## src/rtl/sie_ignition_detector.sv

```systemverilog
// Synchrony ignition event detector: debounced onset, hysteretic exit, duration
// timeout and refractory lockout on the Kuramoto order parameter R.
module sie_ignition_detector #(
  parameter int WIDTH         = 18,
  parameter int FRAC          = 14,
  parameter int ON_THRESH     = 11469,
  parameter int OFF_THRESH    = 9830,
  parameter int ONSET_SAMPLES = 8,
  parameter int MAX_DUR       = 4000,
  parameter int REFRACTORY    = 64,
  parameter int CNT_W         = 16
) (
  input  logic                    clk,
  input  logic                    rst,
  input  logic                    clk_en,
  input  logic                    detect_en,
  input  logic signed [WIDTH-1:0] kuramoto_R,
  output logic                    ignition_pulse,
  output logic                    ignition_end,
  output logic                    timeout,
  output logic                    ignition_active,
  output logic                    coupling_mode,
  output logic [1:0]              fsm_state,
  output logic [CNT_W-1:0]        event_count,
  output logic [CNT_W-1:0]        last_duration,
  output logic signed [WIDTH-1:0] last_peak_R
);

  localparam int ONS_W = $clog2(ONSET_SAMPLES + 1);
  localparam int REF_W = $clog2(REFRACTORY + 2);
  localparam logic signed [WIDTH-1:0] ON_C    = WIDTH'(ON_THRESH);
  localparam logic signed [WIDTH-1:0] OFF_C   = WIDTH'(OFF_THRESH);
  localparam logic [ONS_W-1:0]        ONSET_C = ONS_W'(ONSET_SAMPLES);
  localparam logic [REF_W-1:0]        REFR_C  = REF_W'(REFRACTORY);
  localparam logic [CNT_W-1:0]        MAXD_C  = CNT_W'(MAX_DUR);

  if (FRAC >= WIDTH || OFF_THRESH >= ON_THRESH || ONSET_SAMPLES < 2) begin : g_param_check
    $error("sie_ignition_detector: inconsistent parameters");
  end

  typedef enum logic [1:0] {
    S_IDLE = 2'd0,
    S_ARM  = 2'd1,
    S_IGN  = 2'd2,
    S_REF  = 2'd3
  } state_t;

  function automatic logic [CNT_W-1:0] sat_inc(input logic [CNT_W-1:0] v);
    return (&v) ? v : v + CNT_W'(1);
  endfunction

  function automatic logic signed [WIDTH-1:0] max_r(input logic signed [WIDTH-1:0] a,
                                                    input logic signed [WIDTH-1:0] b);
    return (b > a) ? b : a;
  endfunction

  state_t                  state_q, state_d;
  logic [ONS_W-1:0]        onset_q, onset_d, onset_inc;
  logic [REF_W-1:0]        refr_q, refr_d, refr_inc;
  logic [CNT_W-1:0]        dur_q, dur_d;
  logic signed [WIDTH-1:0] peak_q, peak_d;
  logic [CNT_W-1:0]        evt_q, evt_d;
  logic [CNT_W-1:0]        last_dur_q, last_dur_d;
  logic signed [WIDTH-1:0] last_peak_q, last_peak_d;
  logic                    pulse_q, pulse_d, end_q, end_d, to_q, to_d, active_q, active_d;
  logic                    ge_on, below_off, dur_hit;

  assign ge_on     = (kuramoto_R >= ON_C);
  assign below_off = (kuramoto_R < OFF_C);
  assign dur_hit   = (dur_q >= MAXD_C);
  assign onset_inc = onset_q + ONS_W'(1);
  assign refr_inc  = refr_q + REF_W'(1);

  always_comb begin
    state_d     = state_q;
    onset_d     = onset_q;
    refr_d      = refr_q;
    dur_d       = dur_q;
    peak_d      = peak_q;
    evt_d       = evt_q;
    last_dur_d  = last_dur_q;
    last_peak_d = last_peak_q;
    pulse_d     = 1'b0;
    end_d       = 1'b0;
    to_d        = 1'b0;
    if (clk_en) begin
      if (!detect_en) begin
        // Disable terminates a live ignition but skips the refractory lockout.
        state_d = S_IDLE;
        onset_d = '0;
        refr_d  = '0;
        if (state_q == S_IGN) begin
          end_d       = 1'b1;
          last_dur_d  = dur_q;
          last_peak_d = peak_q;
          dur_d       = '0;
        end
      end else begin
        unique case (state_q)
          S_IDLE: begin
            if (ge_on) begin
              state_d = S_ARM;
              onset_d = ONS_W'(1);
            end
          end
          S_ARM: begin
            if (!ge_on) begin
              state_d = S_IDLE;
              onset_d = '0;
            end else if (onset_inc == ONSET_C) begin
              state_d = S_IGN;
              onset_d = '0;
              pulse_d = 1'b1;
              evt_d   = sat_inc(evt_q);
              dur_d   = CNT_W'(1);
              peak_d  = kuramoto_R;
            end else begin
              onset_d = onset_inc;
            end
          end
          S_IGN: begin
            // Timeout outranks the level test; the exit sample never enters the peak.
            if (dur_hit || below_off) begin
              state_d     = S_REF;
              end_d       = 1'b1;
              to_d        = dur_hit;
              last_dur_d  = dur_q;
              last_peak_d = peak_q;
              dur_d       = '0;
              refr_d      = '0;
            end else begin
              dur_d  = sat_inc(dur_q);
              peak_d = max_r(peak_q, kuramoto_R);
            end
          end
          S_REF: begin
            if (refr_inc >= REFR_C) begin
              state_d = S_IDLE;
              refr_d  = '0;
            end else begin
              refr_d = refr_inc;
            end
          end
          default: state_d = S_IDLE;
        endcase
      end
    end
    active_d = (state_d == S_IGN);
  end

  always_ff @(posedge clk or posedge rst) begin
    if (rst) begin
      state_q     <= S_IDLE;
      onset_q     <= '0;
      refr_q      <= '0;
      dur_q       <= '0;
      peak_q      <= '0;
      evt_q       <= '0;
      last_dur_q  <= '0;
      last_peak_q <= '0;
      pulse_q     <= 1'b0;
      end_q       <= 1'b0;
      to_q        <= 1'b0;
      active_q    <= 1'b0;
    end else begin
      state_q     <= state_d;
      onset_q     <= onset_d;
      refr_q      <= refr_d;
      dur_q       <= dur_d;
      peak_q      <= peak_d;
      evt_q       <= evt_d;
      last_dur_q  <= last_dur_d;
      last_peak_q <= last_peak_d;
      pulse_q     <= pulse_d;
      end_q       <= end_d;
      to_q        <= to_d;
      active_q    <= active_d;
    end
  end

  assign ignition_pulse  = pulse_q;
  assign ignition_end    = end_q;
  assign timeout         = to_q;
  assign ignition_active = active_q;
  assign coupling_mode   = active_q;
  assign fsm_state       = state_q;
  assign event_count     = evt_q;
  assign last_duration   = last_dur_q;
  assign last_peak_R     = last_peak_q;

endmodule

```

## config.mk

```make
export PLATFORM = sky130hd
export DESIGN_NAME = sie_ignition_detector
export DESIGN_NICKNAME = d
export VERILOG_FILES = /design/src/rtl/sie_ignition_detector.sv
export SDC_FILE = /design/constraint.sdc
export NUM_CORES = 1
export LEC_CHECK = 0
export ABC_AREA = 1
export CAP_MARGIN = 20
export CORE_MARGIN = 5
export CORE_UTILIZATION = 59
export CTS_CLUSTER_DIAMETER = 60
export DETAILED_ROUTE_END_ITERATION = 8
export PLACE_DENSITY = 0.93
export SLEW_MARGIN = 20
export SYNTH_ARGS = -nofsm -noshare
export SYNTH_HDL_FRONTEND = slang
export SYNTH_SLANG_ARGS = --single-unit
```

## constraint.sdc

```tcl
create_clock -name clk -period 8.4 [get_ports clk]
set_input_delay 0.84 -clock clk [delete_from_list [all_inputs] [get_ports clk]]
set_output_delay 0.84 -clock clk [all_outputs]
set_load 0.02 [all_outputs]
```

==> impl_metrics.yaml, run 1 <==
run_status:
  status: "finished, final reports clean"
synth:
  synthMuxAreaShare_pct: 0
  netlist_instances: 719
  ys_ff_latch: 101
  syn-cell-area_um2: 5580
  synth_compound_area_share_pct: 7.63
  synth_cell_types: 36
  syn_nets: 768
  ys_seq_area_share_pct: 45.3
  synth_xor_area_share_pct: 3.77
  synthAdderAreaFrac_pct: 6.06
  synth-simple-area-share_pct: 28.9
  synth_top_family_by_area: "simple AND/OR/NAND/NOR gates"
  synth.avg_cell_area_um2: 7.76
  synth_warnings: 0
worst_setup_path:
  end_kind: "flip-flop"
  cp_max_fo: 21
  cpMostUsedCell: "nand2_1"
  timing.reg2reg.setup_slack_ns: 6.06
  path_cells: "clkdlybuf4s50_1, nand2_1, inv_1, nand4_1, nor2_2, nand2_1, inv_2, nand2_1, nand2_1"
  critPathBufInv: 3
  reg2reg_to: "peak_q[16]"
  cp_data_required_time_ns: 8.71
  slowest_stage: "clkdlybuf4s50_1"
  crit_family: "buffers and inverters"
  path_class: "in -> reg"
  cp-start-kind: "primary input"
  timing.rr.start: "peak_q[16]"
  max_stage_delay_ns: 0.95
  arrival_ns: 3.37
  reg2regPathDepth: 13
timing:
  maxSlewHeadroom_pct: 43.6
  worst_pin_slew_ns: 0.843
  fin_skew_ns: 0.0121
  setup-tns-final_ns: 0
  finalHoldViolations: 0
  finalCriticalPeriod_ns: 3.06
  maxSlewViolCount: 0
  grt_setup_unrepaired: "false"
  layout_setup_ws_ns: 5.34
  period_share_pct: 36.5
  setup_violations: 0
  fmax_ghz: 0.327
cts:
  cts_root_buf: "clkbuf_8"
  post_cts_buffers: 0
  clk_latency_ns: 0.37
  ctsResizeCount: 0
  max-clock-path-buffers: 2
  numCtsBuffers: 9
  cts_sinks: 101
  cts_hold_buf: 0
  path_clk_slew_ns: 0.11
  cts_max_level: 3
  cts_tree: "done"
finish:
  final_cell_mix: "226 x nand2_1, 101 x dfrtp_1, 82 x inv_1"
  syn2layout_area_growth_pct: 18.9
  drive_gt1_share_pct: 5.55
  final_common_cell: "nand2_1"
  stdcell_area_um2: 6630
  nNetsFinal: 837
  postLayoutCoreUtil_pct: 71.8
  antenna_cells: 0
floorplan:
  die_area_um2: 11500
  ios: 79
  die_w_um: 107
  start_util_pct: 60.4
  row_count: 35
  core_area_um2: 9240
  dieHeight_um: 107
drt:
  postRouteAntennaNets: 0
  drt_first_pass_iters: 5
  drc_errors: 0
  drt_iter0_drc: 337
  vias_per_cell: 5.37
  wl_per_cell_um: 14.0
  routed-via-count: 4953
  routed_wl_um: 12900
min_path:
  min_from: "peak_q[1]"
  min_path_type: "reg -> reg"
  hold_depth: 2
  hold-path-endpoint: "peak_q[1]"
global_route:
  track_usage_pct: 23.7
  grt.overflow.total: 0
  grt_pass1_vias: 4948
  grt_max_degree: 68
  grt_pass1_wl_um: 22200
  antenna_found_initial: 0
job:
  drv_cap: 0
power:
  power.total_mw: 1.68
  p_per_area_nw_per_um2: 253
  p_seq_share_pct: 41.4
  p_clk_share_pct: 19.9
  p_leak_nw: 3.21
  vdd.ir_drop.worst_v: 0.000148
  switchingPower_uw: 659
  p_int_mw: 1.02
  comb_power_share_pct: 38.7
  p_sw_share_pct: 39.3
place:
  dpl-instance-area_um2: 6410
  portBuffers: 78
  place_ws_ns: 4.95
  place_congestion: 0.901
  post-dp-hpwl_um: 9420
-- stage by stage --
| step | hold slack, ns | instances |
|---|---|---|
| floorplan | 0.442 | 719 |
| global route | 0.522 | 922 |
| global placement | 0.455 | 906 |
| detailed placement | 0.464 | 906 |
| finish | 0.492 | 922 |
| CTS | 0.494 | 922 |
-- state kept, by name, indices dropped and copies added, names as in the netlist --
| signal | flops |
|---|---|
| peak_q | 18 |
| onset_q | 4 |
| last_duration | 16 |
| last_peak_R | 18 |
| dur_q | 16 |
| coupling_mode | 1 |
| timeout | 1 |
| ignition_end | 1 |
| ignition_pulse | 1 |
| fsm_state | 2 |
| event_count | 16 |
| refr_q | 7 |
-- cell type report --
type	count	area (µm²)
timing repair buffer	79	788
multi-input combinational	506	2590
sequential	101	2530
clock buffer	9	124
inverter	91	344
clock inverter	7	92.6
tap	129	161
fill	668	2610
-- how the worst max path moves through the flow --
stage                               from               end  slack, ns  depth (start not counted)
after floorplan                      rst     coupling_mode       4.91                          1
after global placement     kuramoto_R[2]  last_duration[5]       5.08                         14
after detailed placement  kuramoto_R[13]  last_duration[5]       4.95                         14
after CTS                 kuramoto_R[13]  last_duration[5]       5.31                         14
after global routing           detect_en   event_count[12]       5.16                          9
final                          detect_en   event_count[11]       5.34                          9
-- power groups by stage --
stage | registers [mW] | clock network [mW] | logic [mW]
6_report | 0.694 | 0.334 | 0.650
3_5_place_dp | 0.701 | 0 | 0.645
3_3_place_gp | 0.696 | 0 | 0.616
2_1_floorplan | 0.768 | 0 | 0.326
5_1_grt | 0.713 | 0.359 | 0.729
4_1_cts | 0.694 | 0.337 | 0.652
-- routing by layer --
metal | global-route usage, % | wire length, µm | up-vias
met3 | 4.33 | 807 | 29
met2 | 40.4 | 6340 | 192
met1 | 30.4 | 5500 | 2312
li1 | - | - | 2420
met5 | 0 | 0 | -
met4 | 7.76 | 235 | 0
-- cell families (layout without fill, tap and decap cells) --
logic type,count (synthesis),count (layout)
fa+ha+maj,27,27
compound gates,80,80
buf+inv,112,186
simple gates,375,375
xor+xnor,24,24
flops,101,101
-- worst register-to-register path, stage by stage (launching register included) --
cell     delay [ns]
dfrtp_1        0.40
inv_1          0.09
ha_1           0.29
nand2_1        0.08
nor2_1         0.21
nand2_1        0.10
nor2_1         0.11
nand2_1        0.08
nand4_1        0.10
nand3_1        0.09
nand2_2        0.30
nand2_4        0.22
nand2_1        0.13
nand2_1        0.06
-- Yosys cell counts (all sizes together) --
cell type    n  share of area (%)
nor3        14                1.3
nor4         2               0.22
dfrtp      101                 45
or2          3               0.34
buf         16                1.9
clkinv       1              0.067
a21o         1               0.13
ha          27                6.1
xor2        16                2.5
and3         2               0.22
o21ai       59                5.3
nor2        48                3.5
o31ai        1               0.13
nand2      234                 16
inv         90                6.1
nand3       58                5.5
o211ai       1               0.13
nand3b       1               0.13
xnor2        8                1.3
a21oi       17                1.8
o21bai       1               0.13
clkbuf       5               0.34
nand4       13                1.5
Power figures use the tool's default switching activity.
==> inputs of run 2 (changes only) <==
--- a/config.mk
+++ b/config.mk
@@ -8,10 +8,10 @@
 export ABC_AREA = 1
 export CAP_MARGIN = 20
 export CORE_MARGIN = 5
-export CORE_UTILIZATION = 59
+export CORE_UTILIZATION = 55
 export CTS_CLUSTER_DIAMETER = 60
 export DETAILED_ROUTE_END_ITERATION = 8
-export PLACE_DENSITY = 0.93
+export PLACE_DENSITY = 0.88
 export SLEW_MARGIN = 20
 export SYNTH_ARGS = -nofsm -noshare
 export SYNTH_HDL_FRONTEND = slang
==> constraint.sdc (replaced) <==
create_clock -name clk -period 3.04 [get_ports clk]
set_input_delay 0.304 -clock clk [delete_from_list [all_inputs] [get_ports clk]]
set_output_delay 0.304 -clock clk [all_outputs]
set_load 0.02 [all_outputs]
==> run 2 against run 1 <==
Compared with the run above: clock power rose to 2.6 times the previous value; worst setup slack lost 4.8 ns; highest routed layer unchanged; sequential share of layout area decreased by 0.28 points; first-iteration DRC count up 6.5%; non-clock buffer count grew 8; largest power group unchanged.
==> impl_metrics.yaml, run 2 (synthesis results as in run 1) <==
drt:
  dr_wl_met2_um: 6240
  postRouteAntennaNets: 0
  routed_wl_um: 12700
  wl_per_cell_um: 13.6
  drc_errors: 0
  top_signal_layer_used: "met4"
  drt_first_pass_iters: 5
  vias_per_cell: 5.35
  m1WireLength_um: 5580
  routed-via-count: 4993
  wl_met3_um: 641
  drt_iter0_drc: 359
floorplan:
  dieHeight_um: 111
  start_util_pct: 56.8
  die_area_um2: 12300
  row_count: 36
  ios: 79
  core_area_um2: 9820
  die_w_um: 111
cts:
  post_cts_buffers: 0
  cts_max_level: 3
  cts_hold_buf: 0
  clk_latency_ns: 0.38
  ctsResizeCount: 0
  path_clk_slew_ns: 0.10
  max-clock-path-buffers: 2
  numCtsBuffers: 9
  cts_sinks: 101
  cts_tree: "done"
  cts_root_buf: "clkbuf_8"
timing:
  finalCriticalPeriod_ns: 2.52
  worst_pin_slew_ns: 0.677
  fin_skew_ns: 0.0130
  setup_violations: 0
  setup-tns-final_ns: 0
  maxSlewHeadroom_pct: 54.9
  period_share_pct: 83.0
  grt_setup_unrepaired: "false"
  finalHoldViolations: 0
  fmax_ghz: 0.396
  maxSlewViolCount: 0
finish:
  antenna_cells: 0
  syn2layout_area_growth_pct: 19.8
  final_common_cell: "nand2_1"
  drive_gt1_share_pct: 6.24
  stdcell_area_um2: 6680
  nNetsFinal: 845
  postLayoutCoreUtil_pct: 68.0
  final_cell_mix: "226 x nand2_1, 101 x dfrtp_1, 82 x inv_1"
  fill_cells: 808
  final_cells: 934
worst_setup_path:
  cpMostUsedCell: "nand2_1"
  end_kind: "flip-flop"
  critPathBufInv: 1
  cp_data_required_time_ns: 3.36
  crit_family: "simple AND/OR/NAND/NOR gates"
  path_class: "in -> reg"
  cp_max_fo: 19
  arrival_ns: 2.85
  slowest_stage: "clkdlybuf4s50_1"
  path_cells: "clkdlybuf4s50_1, ha_1, nand2_1, nor2_1, nand2_1, nor2_1, nand2_1, nand3_1, nand2_1, nand3_1, nand2_2, nand2_4, nand2_1, nand2_1"
  max_stage_delay_ns: 0.55
  cp-start-kind: "primary input"
power:
  vdd.ir_drop.worst_v: 0.000422
  p_leak_nw: 3.23
  p_per_area_nw_per_um2: 686
  power.total_mw: 4.58
place:
  dpl-instance-area_um2: 6490
  place_congestion: 0.963
  dp.cells: 918
  post-dp-hpwl_um: 9510
  portBuffers: 78
global_route:
  grt.overflow.total: 0
  track_usage_pct: 21.7
  grt_pass1_vias: 4998
  antenna_found_initial: 0
  grt_pass1_wl_um: 22600
  grt_max_degree: 56
job:
  drv_cap: 0
min_path:
  min_path_type: "in -> async"
run_status:
  status: "finished, final reports clean"
[run 2: cell types whose count changed in the layout (fill, tap and decap cells not counted), sizes merged]
cell and delta:
clkbuf +3, buf +8, inv -3
[run 2: where the power goes]
group	internal (mW)	total (mW)	switching, mW	leakage, nW
Combinational	0.744	1.81	1.07	1.78
Clock	0.402	0.865	0.463	0.0964
Sequential	1.68	1.91	0.224	1.36
[run 2: path summary, 6_finish.rpt]
check                           depth (start not counted)  slack (ns)            from               end
worst max-delay path                                   14        0.52  kuramoto_R[17]        peak_q[13]
worst min-delay path                                    2        0.39             rst  last_duration[6]
worst max register to register                         14        0.64      peak_q[13]        peak_q[13]
worst min register to register                          2        0.48      peak_q[17]        peak_q[17]
max in group asynchronous                               3        1.97             rst   event_count[14]
min in group clk                                        2        0.48      peak_q[17]        peak_q[17]
[run 2: per-stage QoR]
step	worst slack, ns	hold slack [ns]
detailed placement	0.215	0.459
global route	0.287	0.455
global placement	0.401	0.456
finish	0.517	0.390
CTS	0.609	0.412
floorplan	0.0889	0.442
[run 2: metal layers]
layer	vias to the layer above	global-route usage, %
met5	-	0
met1	2367	27.9
met3	22	3.98
met2	160	36.5
met4	0	8.62
li1	2444	-
[run 2: final cells by class]
| cell class | instances | area (µm²) | share of cell area (%) |
|---|---|---|---|
| repair buffers | 87 | 861 | 12.9 |
| inverters | 91 | 344 | 5.15 |
| clock buffers | 12 | 145 | 2.17 |
| well taps | 133 | 166 | 2.49 |
| clock inverters | 4 | 47.5 | 0.712 |
| multi-input cells | 506 | 2590 | 38.8 |
| flip-flops and latches | 101 | 2530 | 37.8 |
==> inputs of run 3 (changes only) <==
==> constraint.sdc (replaced) <==
create_clock -name clk -period 2.6 [get_ports clk]
set_input_delay 0.26 -clock clk [delete_from_list [all_inputs] [get_ports clk]]
set_output_delay 0.26 -clock clk [all_outputs]
set_load 0.02 [all_outputs]
==> run 3 against run 2 <==
Compared with the run above: cell area grew 1.3%; sequential cell count is the same; via count grew 1.9%; combinational power grew 19%; critical endpoint is now refr_q[1]; highest routed layer is now met5.
==> impl_metrics.yaml, run 3 (synthesis results as in run 1) <==
run_status:
  status: "finished, final reports clean"
timing:
  fmax_ghz: 0.436
  maxSlewViolCount: 0
  worst_pin_slew_ns: 0.849
  setup_violations: 0
  finalCriticalPeriod_ns: 2.29
  period_share_pct: 88.2
  grt_setup_unrepaired: "false"
  setup-tns-final_ns: 0
  maxSlewHeadroom_pct: 43.1
  fin_skew_ns: 0.0164
  finalHoldViolations: 0
  hold_slack_ns: 0.395
worst_setup_path:
  path_class: "reg -> reg"
  cp-start-kind: "flip-flop"
  end_kind: "flip-flop"
  reg2reg_to: "refr_q[1]"
  arrival_ns: 2.50
  cp_max_fo: 13
  cp_data_required_time_ns: 2.81
  timing.reg2reg.setup_slack_ns: 0.31
  reg2regPathDepth: 5
  timing.rr.start: "fsm_state[0]"
job:
  drv_cap: 0
finish:
  nNetsFinal: 848
  antenna_cells: 0
  final_cell_mix: "226 x nand2_1, 101 x dfrtp_1, 82 x inv_1"
  syn2layout_area_growth_pct: 21.3
  final_common_cell: "nand2_1"
  fill_cells: 791
  postLayoutCoreUtil_pct: 68.9
  drive_gt1_share_pct: 6.72
floorplan:
  die_area_um2: 12300
  start_util_pct: 56.8
  core_area_um2: 9820
  dieHeight_um: 111
  row_count: 36
  die_w_um: 111
  ios: 79
power:
  power.total_mw: 5.60
  p_leak_nw: 3.27
  vdd.ir_drop.worst_v: 0.000439
  p_per_area_nw_per_um2: 827
cts:
  cts_tree: "done"
  cts_hold_buf: 0
  max-clock-path-buffers: 2
  ctsResizeCount: 0
  cts_max_level: 3
  clk_latency_ns: 0.38
  numCtsBuffers: 9
  post_cts_buffers: 0
  path_clk_slew_ns: 0.09
  cts_root_buf: "clkbuf_8"
  cts_sinks: 101
min_path:
  min_path_type: "in -> async"
drt:
  drt_iter0_drc: 316
  postRouteAntennaNets: 0
  vias_per_cell: 5.43
  routed-via-count: 5086
  routed_wl_um: 13200
  drc_errors: 0
  drt_first_pass_iters: 5
  wl_per_cell_um: 14.1
global_route:
  use_met1_pct: 27.2
  track_usage_pct: 21.9
  antenna_found_initial: 1
  grt_util_met2_pct: 37.5
  grt_pass1_vias: 5019
  grt.overflow.total: 0
  grt_max_degree: 102
  grt_pass1_wl_um: 22600
  grt_use_met3_pct: 4.75
  busiest_layer: "met2"
place:
  post-dp-hpwl_um: 9800
  portBuffers: 78
  place_congestion: 0.930
run 3: cell types whose count changed in the layout (fill, tap and decap cells not counted):
cell	change
clkinvlp_4	+1
inv_4	-1
clkinv_2	-2
clkbuf_1	-2
buf_12	+1
bufinv_16	+2
buf_4	+2
inv_6	+1
run 3: area by class of cell:
class / instances / area (µm²) / area share (%)
multi-input cells: 506 / 2590 / 38.3
flip-flops and latches: 101 / 2530 / 37.3
repair buffers: 90 / 896 / 13.2
inverters: 91 / 345 / 5.10
well taps: 133 / 166 / 2.46
clock buffers: 10 / 138 / 2.03
clock inverters: 5 / 106 / 1.57
run 3: where the power goes:
| part | switching, mW | internal (mW) | total (mW) |
|---|---|---|---|
| combinational | 1.27 | 0.886 | 2.16 |
| clock | 0.546 | 0.664 | 1.21 |
| sequential | 0.265 | 1.97 | 2.23 |
| total | 2.08 | 3.52 | 5.60 |
run 3: through the flow:
step / setup WS [ns] / cell area [µm²] / instances
final: 0.307 / 6770 / 936
after detailed placement: 0.0701 / 6530 / 921
after global routing: 0.124 / 6770 / 936
after global placement: 0.222 / 6530 / 921
after CTS: 0.342 / 6770 / 936
after floorplan: 0.562 / 5580 / 719
run 3: how the worst max path moves through the flow:
stage	startpoint	to	slack [ns]	cells past startpoint
after floorplan	fsm_state[1]	peak_q[0]	0.56	12
after global placement	kuramoto_R[16]	last_duration[5]	0.22	12
after detailed placement	kuramoto_R[17]	peak_q[9]	0.07	14
after CTS	fsm_state[0]	refr_q[1]	0.34	5
after global routing	fsm_state[0]	refr_q[3]	0.12	6
final	fsm_state[0]	refr_q[1]	0.31	5
run 3: layer usage:
layer / part of all wire (%) / wire (µm)
met3: 5.8 / 758
met1: 42 / 5490
met5: 0.053 / 7
met4: 2.1 / 276
met2: 50 / 6630
run 3: worst max-delay path, stage by stage (launching register included):
cell,delay (ns)
dfrtp_1,0.47
inv_1,0.17
ha_1,0.39
nand2_1,0.17
o211ai_1,0.73
o21ai_0,0.20
